**config.mk**
```make
export PLATFORM = sky130hd
export DESIGN_NAME = ilm_ecc_scrubber
export DESIGN_NICKNAME = d
export VERILOG_FILES = /design/src/rtl/ilm_ecc_scrubber.sv
export SDC_FILE = /design/constraint.sdc
export NUM_CORES = 1
export LEC_CHECK = 0
export BUFFER_PORTS_ARGS = -buffer_cell sky130_fd_sc_hd__buf_2
export CAP_MARGIN = 0
export CORE_ASPECT_RATIO = 0.6
export CORE_MARGIN = 2
export CORE_UTILIZATION = 43
export CTS_BUF_LIST = sky130_fd_sc_hd__clkbuf_4 sky130_fd_sc_hd__clkbuf_8 sky130_fd_sc_hd__clkbuf_16
export DETAILED_ROUTE_END_ITERATION = 8
export MAX_ROUTING_LAYER = met4
export PLACE_DENSITY = 0.72
export SLEW_MARGIN = 0
export SYNTH_ARGS = -nofsm -noshare
export SYNTH_HDL_FRONTEND = slang
export SYNTH_SLANG_ARGS = --single-unit
```
**constraint.sdc**
```tcl
create_clock -name clk -period 7.3 [get_ports clk]
set_input_delay 0.73 -clock clk [delete_from_list [all_inputs] [get_ports clk]]
set_output_delay 0.73 -clock clk [all_outputs]
set_load 0.01 [all_outputs]
```
**src/rtl/ilm_ecc_scrubber.sv**
```systemverilog
// Background SECDED scrubber: reads every ILM word, corrects single-bit errors by write-back, counts/flags double-bit errors.
// Latency (gnt tied high): 1 start cycle + 3 cycles per clean/DED word + 4 per corrected word + 1 DONE cycle.
// Backpressure: ram_req is held until ram_gnt; abort ends the pass only from RD (no grant yet) or after a word completes, never mid write-back.
//
// Ports:
//   clk, rst        core clock, synchronous active-high reset
//   start, abort    start pulse (ignored while busy), abort level
//   ram_req/gnt/we/addr/wdata/rdata   single SRAM access port; rdata valid the cycle after a read transfer
//   busy, done      pass in progress / one-cycle end-of-pass pulse
//   sec_cnt, ded_cnt, ded_flag, ded_addr   saturating error counters, first uncorrectable error of the pass
module ilm_ecc_scrubber #(
    parameter int AW    = 10,
    parameter int DEPTH = 1024,
    parameter int CNT_W = 16
) (
    input  logic             clk,
    input  logic             rst,
    input  logic             start,
    input  logic             abort,
    output logic             ram_req,
    input  logic             ram_gnt,
    output logic             ram_we,
    output logic [AW-1:0]    ram_addr,
    output logic [39:0]      ram_wdata,
    input  logic [39:0]      ram_rdata,
    output logic             busy,
    output logic             done,
    output logic [CNT_W-1:0] sec_cnt,
    output logic [CNT_W-1:0] ded_cnt,
    output logic             ded_flag,
    output logic [AW-1:0]    ded_addr
);

    typedef enum logic [2:0] {
        S_IDLE,
        S_RD,
        S_WAIT,
        S_CHK,
        S_WB,
        S_DONE
    } state_t;

    localparam logic [AW-1:0] LAST_ADDR = AW'(DEPTH - 1);

    // Spread data and check bits over Hamming positions 1..38; check bit k
    // lives at position 2^k, data fills the remaining positions in order.
    function automatic logic [38:0] to_cw(input logic [31:0] d, input logic [5:0] ck);
        logic [38:0] cw;
        int          di;
        int          ki;
        cw = '0;
        di = 0;
        ki = 0;
        for (int j = 1; j <= 38; j++) begin
            if ((j & (j - 1)) == 0) begin
                cw[j[5:0]] = ck[ki[2:0]];
                ki++;
            end else begin
                cw[j[5:0]] = d[di[4:0]];
                di++;
            end
        end
        return cw;
    endfunction

    function automatic logic [31:0] from_cw(input logic [38:0] cw);
        logic [31:0] d;
        int          di;
        d  = '0;
        di = 0;
        for (int j = 3; j <= 38; j++) begin
            if ((j & (j - 1)) != 0) begin
                d[di[4:0]] = cw[j[5:0]];
                di++;
            end
        end
        return d;
    endfunction

    // XOR of every position that has bit k set. With the stored check bits
    // in place this is the syndrome; with them zeroed it is the fresh code.
    function automatic logic [5:0] syndrome(input logic [38:0] cw);
        logic [5:0] s;
        s = '0;
        for (int j = 1; j <= 38; j++) begin
            for (int k = 0; k < 6; k++) begin
                if (((j >> k) & 1) == 1) begin
                    s[k[2:0]] = s[k[2:0]] ^ cw[j[5:0]];
                end
            end
        end
        return s;
    endfunction

    function automatic logic [6:0] gen_ecc(input logic [31:0] d);
        logic [5:0] c;
        c = syndrome(to_cw(d, 6'b0));
        return {(^d) ^ (^c), c};
    endfunction

    state_t           state_q, state_d;
    logic [AW-1:0]    addr_q, addr_d;
    logic [38:0]      rdata_q, rdata_d;
    logic [39:0]      wdata_q, wdata_d;
    logic [CNT_W-1:0] sec_cnt_q, sec_cnt_d;
    logic [CNT_W-1:0] ded_cnt_q, ded_cnt_d;
    logic             ded_flag_q, ded_flag_d;
    logic [AW-1:0]    ded_addr_q, ded_addr_d;
    logic             req_q, req_d;
    logic             we_q, we_d;
    logic             busy_q, busy_d;
    logic             done_q, done_d;

    // Bit 39 of the stored word carries no information.
    logic unused_rdata_b39;
    assign unused_rdata_b39 = ram_rdata[39];

    // Decode of the captured word.
    logic [38:0] cw;
    logic [38:0] fix_cw;
    logic [5:0]  syn;
    logic        par;
    logic        is_sec;
    logic        is_ded;
    logic [31:0] fix_data;
    logic [6:0]  fix_ecc;

    always_comb begin
        cw     = to_cw(rdata_q[31:0], rdata_q[37:32]);
        syn    = syndrome(cw);
        par    = ^rdata_q[38:0];
        // Odd parity with s == 0 means c6 itself flipped: data is intact,
        // but the word is still rewritten with a fresh code.
        is_sec = par && (syn <= 6'd38);
        is_ded = (par && (syn > 6'd38)) || (!par && (syn != 6'd0));
        fix_cw = cw;
        if (is_sec && (syn != 6'd0)) begin
            fix_cw = cw ^ (39'(1) << syn);
        end
        fix_data = from_cw(fix_cw);
        fix_ecc  = gen_ecc(fix_data);
    end

    logic advance;

    always_comb begin
        state_d    = state_q;
        addr_d     = addr_q;
        rdata_d    = rdata_q;
        wdata_d    = wdata_q;
        sec_cnt_d  = sec_cnt_q;
        ded_cnt_d  = ded_cnt_q;
        ded_flag_d = ded_flag_q;
        ded_addr_d = ded_addr_q;
        advance    = 1'b0;

        case (state_q)
            S_IDLE: begin
                if (start) begin
                    sec_cnt_d  = '0;
                    ded_cnt_d  = '0;
                    ded_flag_d = 1'b0;
                    ded_addr_d = '0;
                    addr_d     = '0;
                    state_d    = S_RD;
                end
            end
            S_RD: begin
                // A granted read must complete, so abort only wins without gnt.
                if (ram_gnt) begin
                    state_d = S_WAIT;
                end else if (abort) begin
                    state_d = S_DONE;
                end
            end
            S_WAIT: begin
                rdata_d = ram_rdata[38:0];
                state_d = S_CHK;
            end
            S_CHK: begin
                if (is_sec) begin
                    if (sec_cnt_q != '1) begin
                        sec_cnt_d = sec_cnt_q + CNT_W'(1);
                    end
                    wdata_d = {1'b0, fix_ecc, fix_data};
                    state_d = S_WB;
                end else begin
                    if (is_ded) begin
                        if (ded_cnt_q != '1) begin
                            ded_cnt_d = ded_cnt_q + CNT_W'(1);
                        end
                        if (!ded_flag_q) begin
                            ded_flag_d = 1'b1;
                            ded_addr_d = addr_q;
                        end
                    end
                    advance = 1'b1;
                end
            end
            S_WB: begin
                // abort deliberately not looked at until the write is granted.
                if (ram_gnt) begin
                    advance = 1'b1;
                end
            end
            S_DONE: begin
                state_d = S_IDLE;
            end
            default: begin
                state_d = S_IDLE;
            end
        endcase

        // Move to the next word in the same cycle the current one finishes.
        if (advance) begin
            if ((addr_q == LAST_ADDR) || abort) begin
                state_d = S_DONE;
            end else begin
                addr_d  = addr_q + AW'(1);
                state_d = S_RD;
            end
        end

        // Outputs are registered versions of the next state.
        req_d  = (state_d == S_RD) || (state_d == S_WB);
        we_d   = (state_d == S_WB);
        busy_d = (state_d != S_IDLE);
        done_d = (state_d == S_DONE);
    end

    always_ff @(posedge clk) begin
        if (rst) begin
            state_q    <= S_IDLE;
            addr_q     <= '0;
            rdata_q    <= '0;
            wdata_q    <= '0;
            sec_cnt_q  <= '0;
            ded_cnt_q  <= '0;
            ded_flag_q <= 1'b0;
            ded_addr_q <= '0;
            req_q      <= 1'b0;
            we_q       <= 1'b0;
            busy_q     <= 1'b0;
            done_q     <= 1'b0;
        end else begin
            state_q    <= state_d;
            addr_q     <= addr_d;
            rdata_q    <= rdata_d;
            wdata_q    <= wdata_d;
            sec_cnt_q  <= sec_cnt_d;
            ded_cnt_q  <= ded_cnt_d;
            ded_flag_q <= ded_flag_d;
            ded_addr_q <= ded_addr_d;
            req_q      <= req_d;
            we_q       <= we_d;
            busy_q     <= busy_d;
            done_q     <= done_d;
        end
    end

    assign ram_req   = req_q;
    assign ram_we    = we_q;
    assign ram_addr  = addr_q;
    assign ram_wdata = wdata_q;
    assign busy      = busy_q;
    assign done      = done_q;
    assign sec_cnt   = sec_cnt_q;
    assign ded_cnt   = ded_cnt_q;
    assign ded_flag  = ded_flag_q;
    assign ded_addr  = ded_addr_q;

endmodule

```
==> flow_metrics.tcl <==
set metrics [dict create \
    timing.final.crit_period_ns 4.62 \
    peakVddDrop_mv 0.209 \
    die_h_um 107 \
    tightest_slew_ns 0.875 \
    p_comb_share_pct 42.9 \
    critPathRequiredTime_ns 7.65 \
    cts_sinks 138 \
    p_leak_nw 3.62 \
    avgViaCountPerCell 5.19 \
    syn_inst 882 \
    power_frac_clock_pct 29.3 \
    hold_ws_ns 0.450 \
    drt_iter0_drc 557 \
    layout-drive-gt1-share_pct 19.6 \
    ctsResizeCount 0 \
    die_x_um 176 \
    worstRegToRegCells 11 \
    cp_data_arrival_time_ns 4.96 \
    power_frac_seq_pct 27.8 \
    grt_pass1_vias 5727 \
    p_int_mw 1.81 \
    antenna_found_initial 2 \
    path_class "reg2reg" \
    synth_top_cell_by_area "dfxtp_1" \
    area_delta_synth_final_pct 18.4 \
    p_per_area_nw_per_um2 325 \
    fmax_ghz 0.217 \
    cts_tree "done" \
    synthTopCellsByCount "dfxtp_1 (138), nand2_1 (122), nor2_1 (122), xnor2_1 (104), a21oi_1 (70)" \
    fillerInstances 1646 \
    drt_wl_total_mm 21.3 \
    cts.reportedPaths.clkPinSlew_ns 0.06 \
    p_sw_mw 1.14 \
    crit_path_end_kind "flop" \
    p_sw_share_pct 38.6 \
    fin_setup_tns_ns 0 \
    synth_nets 930 \
    cts_made_buffers 17 \
    final_antenna_net_count 0 \
    die_area_um2 19000 \
    fin_crit_sh_pct 63.2 \
    yosys.area.top_type_share_pct 36.0 \
    clock_latency_ns 0.42 \
    grt_pass1_wl_mm 32.8 \
    endpoint "ram_wdata[38]$_SDFFE_PP0P_" \
    drtPass1Iterations 5 \
    vias 6429 \
    setup_viol 0 \
    rrSetupSlack_ns 2.68 \
    synth.distinct_cells 52 \
    status "finished, final reports clean" \
    min_from "ded_addr[6]$_SDFFE_PP0P_" \
    synth-seq-cells 138 \
    nNetsFinal 1039 \
    r2r_end "ram_wdata[38]$_SDFFE_PP0P_" \
    core_area_um2 17300 \
    yosysMostFrequentCell "dfxtp_1" \
    hp-class "reg2reg" \
    slew_headroom_pct 41.3 \
    r2r_start "rdata_q[20]$_SDFFE_PP0P_" \
    maxCapViolCount 0 \
    startpoint "rdata_q[20]$_SDFFE_PP0P_" \
    cts.hold.buffers_added 0 \
    seq_area_frac_synth_pct 36.0 \
    globalplace.congestion 0.945 \
    report.final.hold_viol_count 0 \
    synth-edff-count 0 \
    cp_max_fo 19 \
    root_buffer "clkbuf_16" \
    drc_errors 0 \
    async_flop_share_pct 0 \
    final-max-slew-violation-count 0 \
    wl_per_cell_um 17.2 \
    rsz0062_at_grt "no" \
    synth_ff_type "dfxtp_1" \
    h-tree-depth 4 \
    synth_area_leaders "dfxtp_1 (36%), xnor2_1 (12%), xnor3_1 (7.9%)" \
    dpl.hpwl_mm 16.0 \
    grt_max_degree 76 \
    start_util_pct 44.3 \
    grt-ovfl-total 0 \
    track_usage_pct 23.5 \
    ys_warn_count 0 \
    cts_buffer_depth 2 \
    postSynthAreaPerCell_um2 8.70 \
    post_cts_buffers 0 \
    setup.worst_path.start_class "flop" \
    synth_area_um2 7670 \
    std_cell_rows 37 \
    ios 142 \
    io_buffers 139 \
    skew_ns 0.00718 \
]
## layout make-up
| class | count | area, µm² | area share [%] |
|---|---|---|---|
| Multi-Input combinational cell | 681 | 4660 | 51.3 |
| Sequential cell | 138 | 2760 | 30.4 |
| Timing Repair Buffer | 147 | 758 | 8.34 |
| Clock buffer | 18 | 439 | 4.83 |
| Tap cell | 234 | 293 | 3.22 |
| Clock inverter | 13 | 143 | 1.57 |
| Inverter | 6 | 22.5 | 0.248 |
| Antenna cell | 2 | 5.00 | 0.0551 |
## power by group through the flow
stage                     clock (mW)  combinational (mW)  sequential, mW
final                          0.864                1.27           0.821
after global placement             0                1.24           0.835
after floorplan                    0               0.971           0.825
after CTS                      0.878                1.25           0.819
after global routing           0.913                1.37           0.824
after detailed placement           0                1.25           0.836
## worst max-delay path, stage by stage (launching register included)
cell and delay, ns:
dfxtp_1 0.39, xnor2_2 0.34, xnor3_1 0.42, xnor3_1 0.43, xor3_2 0.67, nor4_2 0.36, xnor2_1 0.27, xnor3_1 0.43
xnor3_1 0.44, xnor3_1 0.36, xnor3_1 0.20, a211oi_2 0.21
## placed cells by master (no fill, tap or decap), drive strengths merged, types with 3 or more instances in the layout
cell | synthesis | routed
buf | 13 | 147
dfxtp | 138 | 138
nand2 | 122 | 122
nor2 | 122 | 122
xnor2 | 109 | 109
a21oi | 70 | 70
a211oi | 40 | 40
nand3 | 37 | 37
xor2 | 34 | 34
xnor3 | 28 | 28
and3 | 18 | 18
clkbuf | 44 | 18
nor3 | 13 | 13
o21ai | 13 | 13
nor4 | 12 | 12
nand4 | 11 | 11
inv | 6 | 10
xor3 | 7 | 7
or3 | 6 | 6
nand2b | 5 | 5
clkinv | 0 | 5
mux2i | 4 | 4
or2 | 3 | 3
a31oi | 3 | 3
and2 | 3 | 3
ha | 3 | 3
## stage by stage
stage / instance area [µm²] / setup WS (ns) / utilization, % / total power [mW] / instances
after CTS: 9080 / 2.70 / 52.4 / 2.95 / 1237
after global placement: 8500 / 2.75 / 49.1 / 2.07 / 1206
after floorplan: 7670 / 3.32 / - / 1.80 / 882
after detailed placement: 8500 / 2.76 / 49.1 / 2.09 / 1206
final: 9090 / 2.68 / 52.5 / 2.95 / 1239
after global routing: 9090 / 2.45 / 52.5 / 3.11 / 1239
## logic make-up after synthesis
family	count (synthesis)	synth area share [%]
buffers and inverters	63	3.41
muxes	4	0.522
and+or+nand+nor	358	20.9
adders and majority gates	3	0.489
xor gates and xnor gates	178	27.6
AOI/OAI and AO/OA	137	11.0
DFF	138	36.0
other	1	0.0489
## registers in the layout (all words and copies together), names as in the netlist
signal     flops
ded_cnt       16
sec_cnt       16
state_q        3
done           1
rdata_q       39
ded_addr      10
ded_flag       1
ram_wdata     39
ram_req        1
ram_addr      10
ram_we         1
busy           1
## worst min path at each step
stage / end / slack (ns) / depth (start not counted)
finish: ded_addr[6]$_SDFFE_PP0P_ / 0.45 / 2
global route: ded_addr[2]$_SDFFE_PP0P_ / 0.47 / 2
CTS: ded_addr[3]$_SDFFE_PP0P_ / 0.45 / 2
detailed placement: ded_addr[3]$_SDFFE_PP0P_ / 0.44 / 2
global placement: ded_addr[2]$_SDFFE_PP0P_ / 0.44 / 2
floorplan: rdata_q[33]$_SDFFE_PP0P_ / 0.44 / 2
## layer usage
metal	share of wire (%)	vias to the layer above	track usage [%]	wire (µm)
met1	55	2945	38.7	11700
met3	9.9	12	6.60	2110
met5	0	-	-	0
met4	0.66	0	4.37	140
li1	-	3214	-	-
met2	34	258	26.8	7310
Power figures use the tool's default switching activity.
